`src/rtl/branch_predictor_pkg.sv`:
```
// Shared definitions for the fetch-side branch predictor: branch opcodes,
// 2-bit counter encodings and a PC increment helper.
package branch_predictor_pkg;

  localparam logic [5:0] OP_BEQ = 6'b000100;
  localparam logic [5:0] OP_BBT = 6'b111111;

  typedef enum logic [1:0] {
    CTR_SNT = 2'b00,
    CTR_WNT = 2'b01,
    CTR_WT  = 2'b10,
    CTR_ST  = 2'b11
  } ctrEnc_t;

  // Sequential next PC; the carry out of bit 31 is dropped so the PC wraps.
  function automatic logic [31:0] pcPlus4(input logic [31:0] pc);
    return pc + 32'd4;
  endfunction

endpackage

```
`src/rtl/branch_predictor_sat_counter2.sv`:
```
// Next-value logic for a 2-bit saturating counter: counts up on a taken
// outcome, down on not-taken, and holds at 11 and 00.
module sat_counter2
  import branch_predictor_pkg::*;
(
  input  logic [1:0] ctr,
  input  logic       up,
  output logic [1:0] ctrNext
);

  always_comb begin
    ctrNext = ctr;
    if (up) begin
      if (ctr != CTR_ST) ctrNext = ctr + 2'd1;
    end else begin
      if (ctr != CTR_SNT) ctrNext = ctr - 2'd1;
    end
  end

endmodule

```
`src/rtl/branch_predictor.sv`:
```
// Direct-mapped branch predictor and BTB: combinational lookup in F,
// resolution and training in D, plus resolved/mispredicted branch counters.
module branch_predictor
  import branch_predictor_pkg::*;
#(
  parameter int         IDX_W    = 4,
  parameter logic [1:0] CNT_INIT = CTR_WT
) (
  input  logic        clk,
  input  logic        rst_n,
  input  logic [31:0] PCF,
  output logic        PredTakenF,
  output logic [31:0] PredTargetF,
  input  logic        BranchD,
  input  logic        StallD,
  input  logic [31:0] PCD,
  input  logic        ConditionD,
  input  logic [31:0] BranchTargetD,
  input  logic        PredTakenD,
  input  logic [31:0] PredTargetD,
  output logic        MispredictD,
  output logic [31:0] RedirectPCD,
  output logic [31:0] BranchCnt,
  output logic [31:0] MispredCnt
);

  localparam int DEPTH = 1 << IDX_W;
  localparam int TAG_W = 30 - IDX_W;

  logic [DEPTH-1:0] validQ;
  logic [TAG_W-1:0] tagQ    [DEPTH];
  logic [1:0]       ctrQ    [DEPTH];
  logic [31:0]      targetQ [DEPTH];

  logic [IDX_W-1:0] idxF;
  logic [TAG_W-1:0] tagF;
  logic             hitF;

  logic [IDX_W-1:0] idxD;
  logic [TAG_W-1:0] tagD;
  logic             hitD;
  logic             resolve;
  logic             targetWrong;
  logic [1:0]       ctrNextD;

  // Fetch lookup reads the flops directly, so a same-cycle update is not seen.
  assign idxF = PCF[IDX_W+1:2];
  assign tagF = PCF[31:IDX_W+2];
  assign hitF = validQ[idxF] && (tagQ[idxF] == tagF);

  assign PredTakenF  = hitF & ctrQ[idxF][1];
  assign PredTargetF = PredTakenF ? targetQ[idxF] : pcPlus4(PCF);

  // Reset also masks resolution so no redirect escapes while the table is held.
  assign resolve     = BranchD & ~StallD & rst_n;
  assign targetWrong = PredTargetD != BranchTargetD;
  assign MispredictD = resolve &
                       ((ConditionD != PredTakenD) | (ConditionD & PredTakenD & targetWrong));
  assign RedirectPCD = ConditionD ? BranchTargetD : pcPlus4(PCD);

  assign idxD = PCD[IDX_W+1:2];
  assign tagD = PCD[31:IDX_W+2];
  assign hitD = validQ[idxD] && (tagQ[idxD] == tagD);

  sat_counter2 uSatCounter (
    .ctr     (ctrQ[idxD]),
    .up      (ConditionD),
    .ctrNext (ctrNextD)
  );

  always_ff @(posedge clk or negedge rst_n) begin
    if (!rst_n) begin
      validQ <= '0;
      for (int i = 0; i < DEPTH; i++) ctrQ[i] <= CTR_WNT;
    end else if (resolve) begin
      if (hitD) begin
        ctrQ[idxD] <= ctrNextD;
      end else if (ConditionD) begin
        validQ[idxD] <= 1'b1;
        ctrQ[idxD]   <= CNT_INIT;
      end
    end
  end

  // Tag and target are only meaningful behind valid, so they carry no reset.
  always_ff @(posedge clk) begin
    if (resolve && ConditionD) begin
      targetQ[idxD] <= BranchTargetD;
      if (!hitD) tagQ[idxD] <= tagD;
    end
  end

  always_ff @(posedge clk or negedge rst_n) begin
    if (!rst_n) begin
      BranchCnt  <= '0;
      MispredCnt <= '0;
    end else if (resolve) begin
      BranchCnt <= BranchCnt + 32'd1;
      if (MispredictD) MispredCnt <= MispredCnt + 32'd1;
    end
  end

endmodule

```
`config.mk`:
```
export PLATFORM = sky130hd
export DESIGN_NAME = branch_predictor
export DESIGN_NICKNAME = d
export VERILOG_FILES = /design/src/rtl/branch_predictor_pkg.sv /design/src/rtl/branch_predictor_sat_counter2.sv /design/src/rtl/branch_predictor.sv
export SDC_FILE = /design/constraint.sdc
export NUM_CORES = 2
export LEC_CHECK = 0
export ABC_AREA = 0
export BUFFER_PORTS_ARGS = -buffer_cell sky130_fd_sc_hd__clkbuf_2
export CAP_MARGIN = 10
export CORE_UTILIZATION = 35
export CTS_CLUSTER_DIAMETER = 200
export DETAILED_ROUTE_END_ITERATION = 12
export SLEW_MARGIN = 20
export SYNTH_ARGS = -nofsm -noshare
export SYNTH_HDL_FRONTEND = slang
export SYNTH_SLANG_ARGS = --single-unit
```
`constraint.sdc`:
```
create_clock -name clk -period 5.4 [get_ports clk]
set_input_delay 0.54 -clock clk [delete_from_list [all_inputs] [get_ports clk]]
set_output_delay 0.54 -clock clk [all_outputs]
set_load 0.02 [all_outputs]
```
==> flow_summary_export.csv <==
group,metric,value,unit
timing,finalSetupViolations,0,
power,peakVddDrop,0.274,mV
timing,fin_tns_setup,0,ns
routing,first_pass_iters,6,
floorplanning,num_rows,134,
placed_design,dp_worst_setup_slack,0.429,ns
flow_run,drv_cap,0,
floorplanning,die_w,370,um
layout,nets,3200,
global_routing,grt_max_degree,102,
worst_setup_path,reg2regPathDepth,10,
placed_design,routabilityCongestion,0.908,
timing,max_freq,198,MHz
synthesis,synth.avg_cell_area,17.5,sq um
timing,worstMarginPinSlew,1.06,ns
cts,clk_latency,0.74,ns
cts,clk_pin_slew,0.05,ns
layout,num-fill-cells,12000,
worst_setup_path,required,4.86,ns
layout,drive_gt1_share,33.0,%
timing,relSlewSlack,28.5,%
placed_design,place.detailed.hpwl,103000,um
cts,cts_tree,"built",
cts,ctsHoldBuffers,0,
routing,wl_per_cell,31.5,um
power,leakage,19.0,nW
worst_setup_path,cp_max_fo,88,
min_path,min_path_type,"input port to async pin",
placed_design,dp_cells,4714,
timing,fin_ws,0.360,ns
timing,skew,0.0743,ns
global_routing,grt_pass1_wl,215000,um
cts,clock_sinks,1040,
cts,cts_resized,0,
synthesis,synthArstFlopShare,10.8,%
routing,drc,0,
worst_setup_path,path_cells,"buf_8 > mux4_2 > mux2i_1 > mux2i_1 > xor2_1 > nor4_1 > nand4_1 > nor4bb_4 > buf_12 > mux2_2 > clkbuf_2",
routing,drtAntennaViolNets,0,
worst_setup_path,cp-end-kind,"output pin",
synthesis,synth_flop_cell,"edfxtp_1",
layout,instances_no_fill,4919,
placed_design,portBuffers,263,
worst_setup_path,r2r_slack,1.43,ns
synthesis,synth_area,0.0475,sq mm
synthesis,ys_seq_elements,1040,
layout,post-route-util,41.3,%
synthesis,synth_edf_count,928,
run_status,outcome,"finished clean",
synthesis,ys_seq_area_share,64.6,%
worst_setup_path,cp.arrival,4.50,ns
global_routing,grt_pass1_vias,28000,
worst_setup_path,worstSetupPathType,"input port to output pin",
timing,finalCriticalPeriod,5.04,ns
routing,drt_iter0_markers,3991,
cts,cts_max_level,3,
power,powerDensity,328,mW/mm^2
floorplanning,dieArea,0.137,sq mm
routing,vias,28900,
layout,syn2layout_area_growth,16.7,%
timing,grt_setup_unrepaired,"no",
worst_setup_path,crit_top_cell,"mux2i_1",
synthesis,synth.distinct_cells,80,
worst_setup_path,cp_slowest_stage_delay,0.60,ns
floorplanning,start_util,35.4,%
timing,maxSlewViolCount,0,
routing,routed_wl,155000,um
worst_setup_path,crit_path_start_kind,"input port",
timing,hold_violations,0,
synthesis,synthCells,2711,
floorplanning,ioPinCount,264,
floorplanning,die_h,370,um
worst_setup_path,critPathSlowestCell,"buf_8",
synthesis,syn-num-nets,2853,
global_routing,antenna_found_initial,18,
floorplanning,core,0.134,sq mm
global_routing,globalRouteOverflowTotal,0,
timing,fin_crit_sh,93.3,%
cts,cts_root_buf,"clkbuf_16",
routing,via_per_inst,5.88,
cts,numCtsBuffers,110,
cts,post-cts-setup-buffer-count,0,
cts,clk_path_buf_depth,3,
synthesis,ys_warn_count,0,
global_routing,grt_use_total,22.3,%
==> state kept, by name, indices dropped and copies added, names as in the netlist <==
name        flops
BranchCnt      32
MispredCnt     32
ctrQ           32
tagQ          416
targetQ       512
validQ         16
==> through the flow <==
step           hold WS (ns)  area [sq um]  total power [W]
3_5_place_dp          0.470         51800           0.0107
2_1_floorplan         0.244         47500          0.00995
3_3_place_gp          0.458         51800           0.0107
5_1_grt              0.0698         55400           0.0186
4_1_cts             0.00881         55400           0.0182
6_report             0.0266         55400           0.0182
==> cell usage in the layout (no fill, tap or decap), drive strengths merged, types with 13 or more instances in the layout <==
| cell | netlist | layout |
|---|---|---|
| mux2 | 55 | 55 |
| dfstp | 16 | 16 |
| a21oi | 22 | 22 |
| a41oi | 16 | 16 |
| nand3 | 52 | 52 |
| mux2i | 98 | 98 |
| nand4 | 38 | 38 |
| buf | 96 | 147 |
| nor2 | 94 | 94 |
| clkinv | 0 | 48 |
| nand2 | 137 | 137 |
| xor2 | 61 | 61 |
| mux4 | 362 | 362 |
| nor4 | 13 | 13 |
| edfxtp | 928 | 928 |
| o21ai | 73 | 73 |
| clkbuf | 70 | 390 |
| and2 | 14 | 14 |
| and3 | 36 | 36 |
| nor3 | 18 | 18 |
| o41ai | 16 | 16 |
| dfrtp | 96 | 96 |
| inv | 75 | 75 |
| xnor2 | 143 | 143 |
| a22oi | 16 | 16 |
==> where the power goes <==
| group | internal, W | switching [W] | total, W |
|---|---|---|---|
| clock | 0.00437 | 0.00327 | 0.00764 |
| combinational | 0.000602 | 0.00101 | 0.00161 |
| sequential | 0.00884 | 0.0000649 | 0.00890 |
| total | 0.0138 | 0.00434 | 0.0182 |
==> layout make-up <==
| cell class | instances | area, sq um | share of cell area (%) |
|---|---|---|---|
| Sequential cell | 1040 | 30700 | 55.4 |
| Multi-Input combinational cell | 1430 | 15800 | 28.5 |
| Clock buffer | 136 | 2880 | 5.20 |
| Timing Repair Buffer | 401 | 2770 | 5.00 |
| Tap cell | 1768 | 2210 | 3.99 |
| Clock inverter | 67 | 763 | 1.38 |
| Inverter | 75 | 282 | 0.508 |
| Antenna cell | 2 | 5.00 | 0.00903 |
==> metal layers <==
metal | up-vias | wire [um] | track usage, % | part of all wire [%]
met5 | - | 64 | 0 | 0.041
met4 | 10 | 4670 | 7.00 | 3.0
met3 | 244 | 16000 | 4.18 | 10
met2 | 1715 | 71100 | 34.2 | 46
met1 | 15300 | 63100 | 32.0 | 41
li1 | 11700 | - | - | -
==> path summary, 6_finish.rpt <==
kind,start,to
worst max-delay path,PCF[3],PredTargetF[27]
worst min-delay path,rst_n,BranchCnt[9]
worst max register to register,tagQ[7][16],tagQ[4][24]
worst min register to register,BranchCnt[31],BranchCnt[31]
max in group asynchronous,rst_n,ctrQ[21]
min in group clk,PCD[24],tagQ[10][18]
==> synthesized netlist by cell type (7+ instances only) <==
master    number  area [sq um]
edfxtp_1     928         27900
mux4_2       358          8060
xnor2_1      143          1250
nand2_1      137           514
mux2i_1       98           981
dfrtp_1       96          2400
nor2_1        94           353
inv_1         74           278
o21ai_0       71           355
clkbuf_1      70           263
xor2_1        61           534
mux2_2        55           619
nand3_1       52           260
buf_2         39           195
and3_1        36           225
nand4_1       36           225
buf_1         24          90.1
a21oi_1       22           110
nor3_1        18          90.1
buf_6         17           191
a22oi_1       16           120
a41oi_1       16           140
dfstp_2       16           420
buf_4         15           113
o41ai_1       15           131
and2_1        14          87.6
nor4_1        13          81.3
nand2b_1      12          75.1
nor2b_1       11          68.8
o22ai_1       11          68.8
a31o_1        10          87.6
a22o_1         8          70.1
ha_1           8           100
a31oi_1        7          43.8
==> critical path: cells and delay by family <==
| kind | cells | cell delay, ns |
|---|---|---|
| multiplexers | 4 | 1.62 |
| buffers and inverters | 3 | 1.03 |
| AND/OR/NAND/NOR | 3 | 1.02 |
| XOR/XNOR | 1 | 0.19 |
==> logic make-up (layout without fill, tap and decap cells) <==
kind of cell	Yosys count	count (layout)	synth area share (%)
AO/OA/AOI/OAI	254	254	3.80
multiplexers	515	515	20.6
adder cells (fa/ha/maj)	10	10	0.258
XOR/XNOR	204	204	3.76
flip-flops	1040	1040	64.6
buffers and inverters	241	679	2.42
AND/OR/NAND/NOR	447	447	4.60
other	0	2	0
Note: power is estimated with default switching activity, not from simulation.
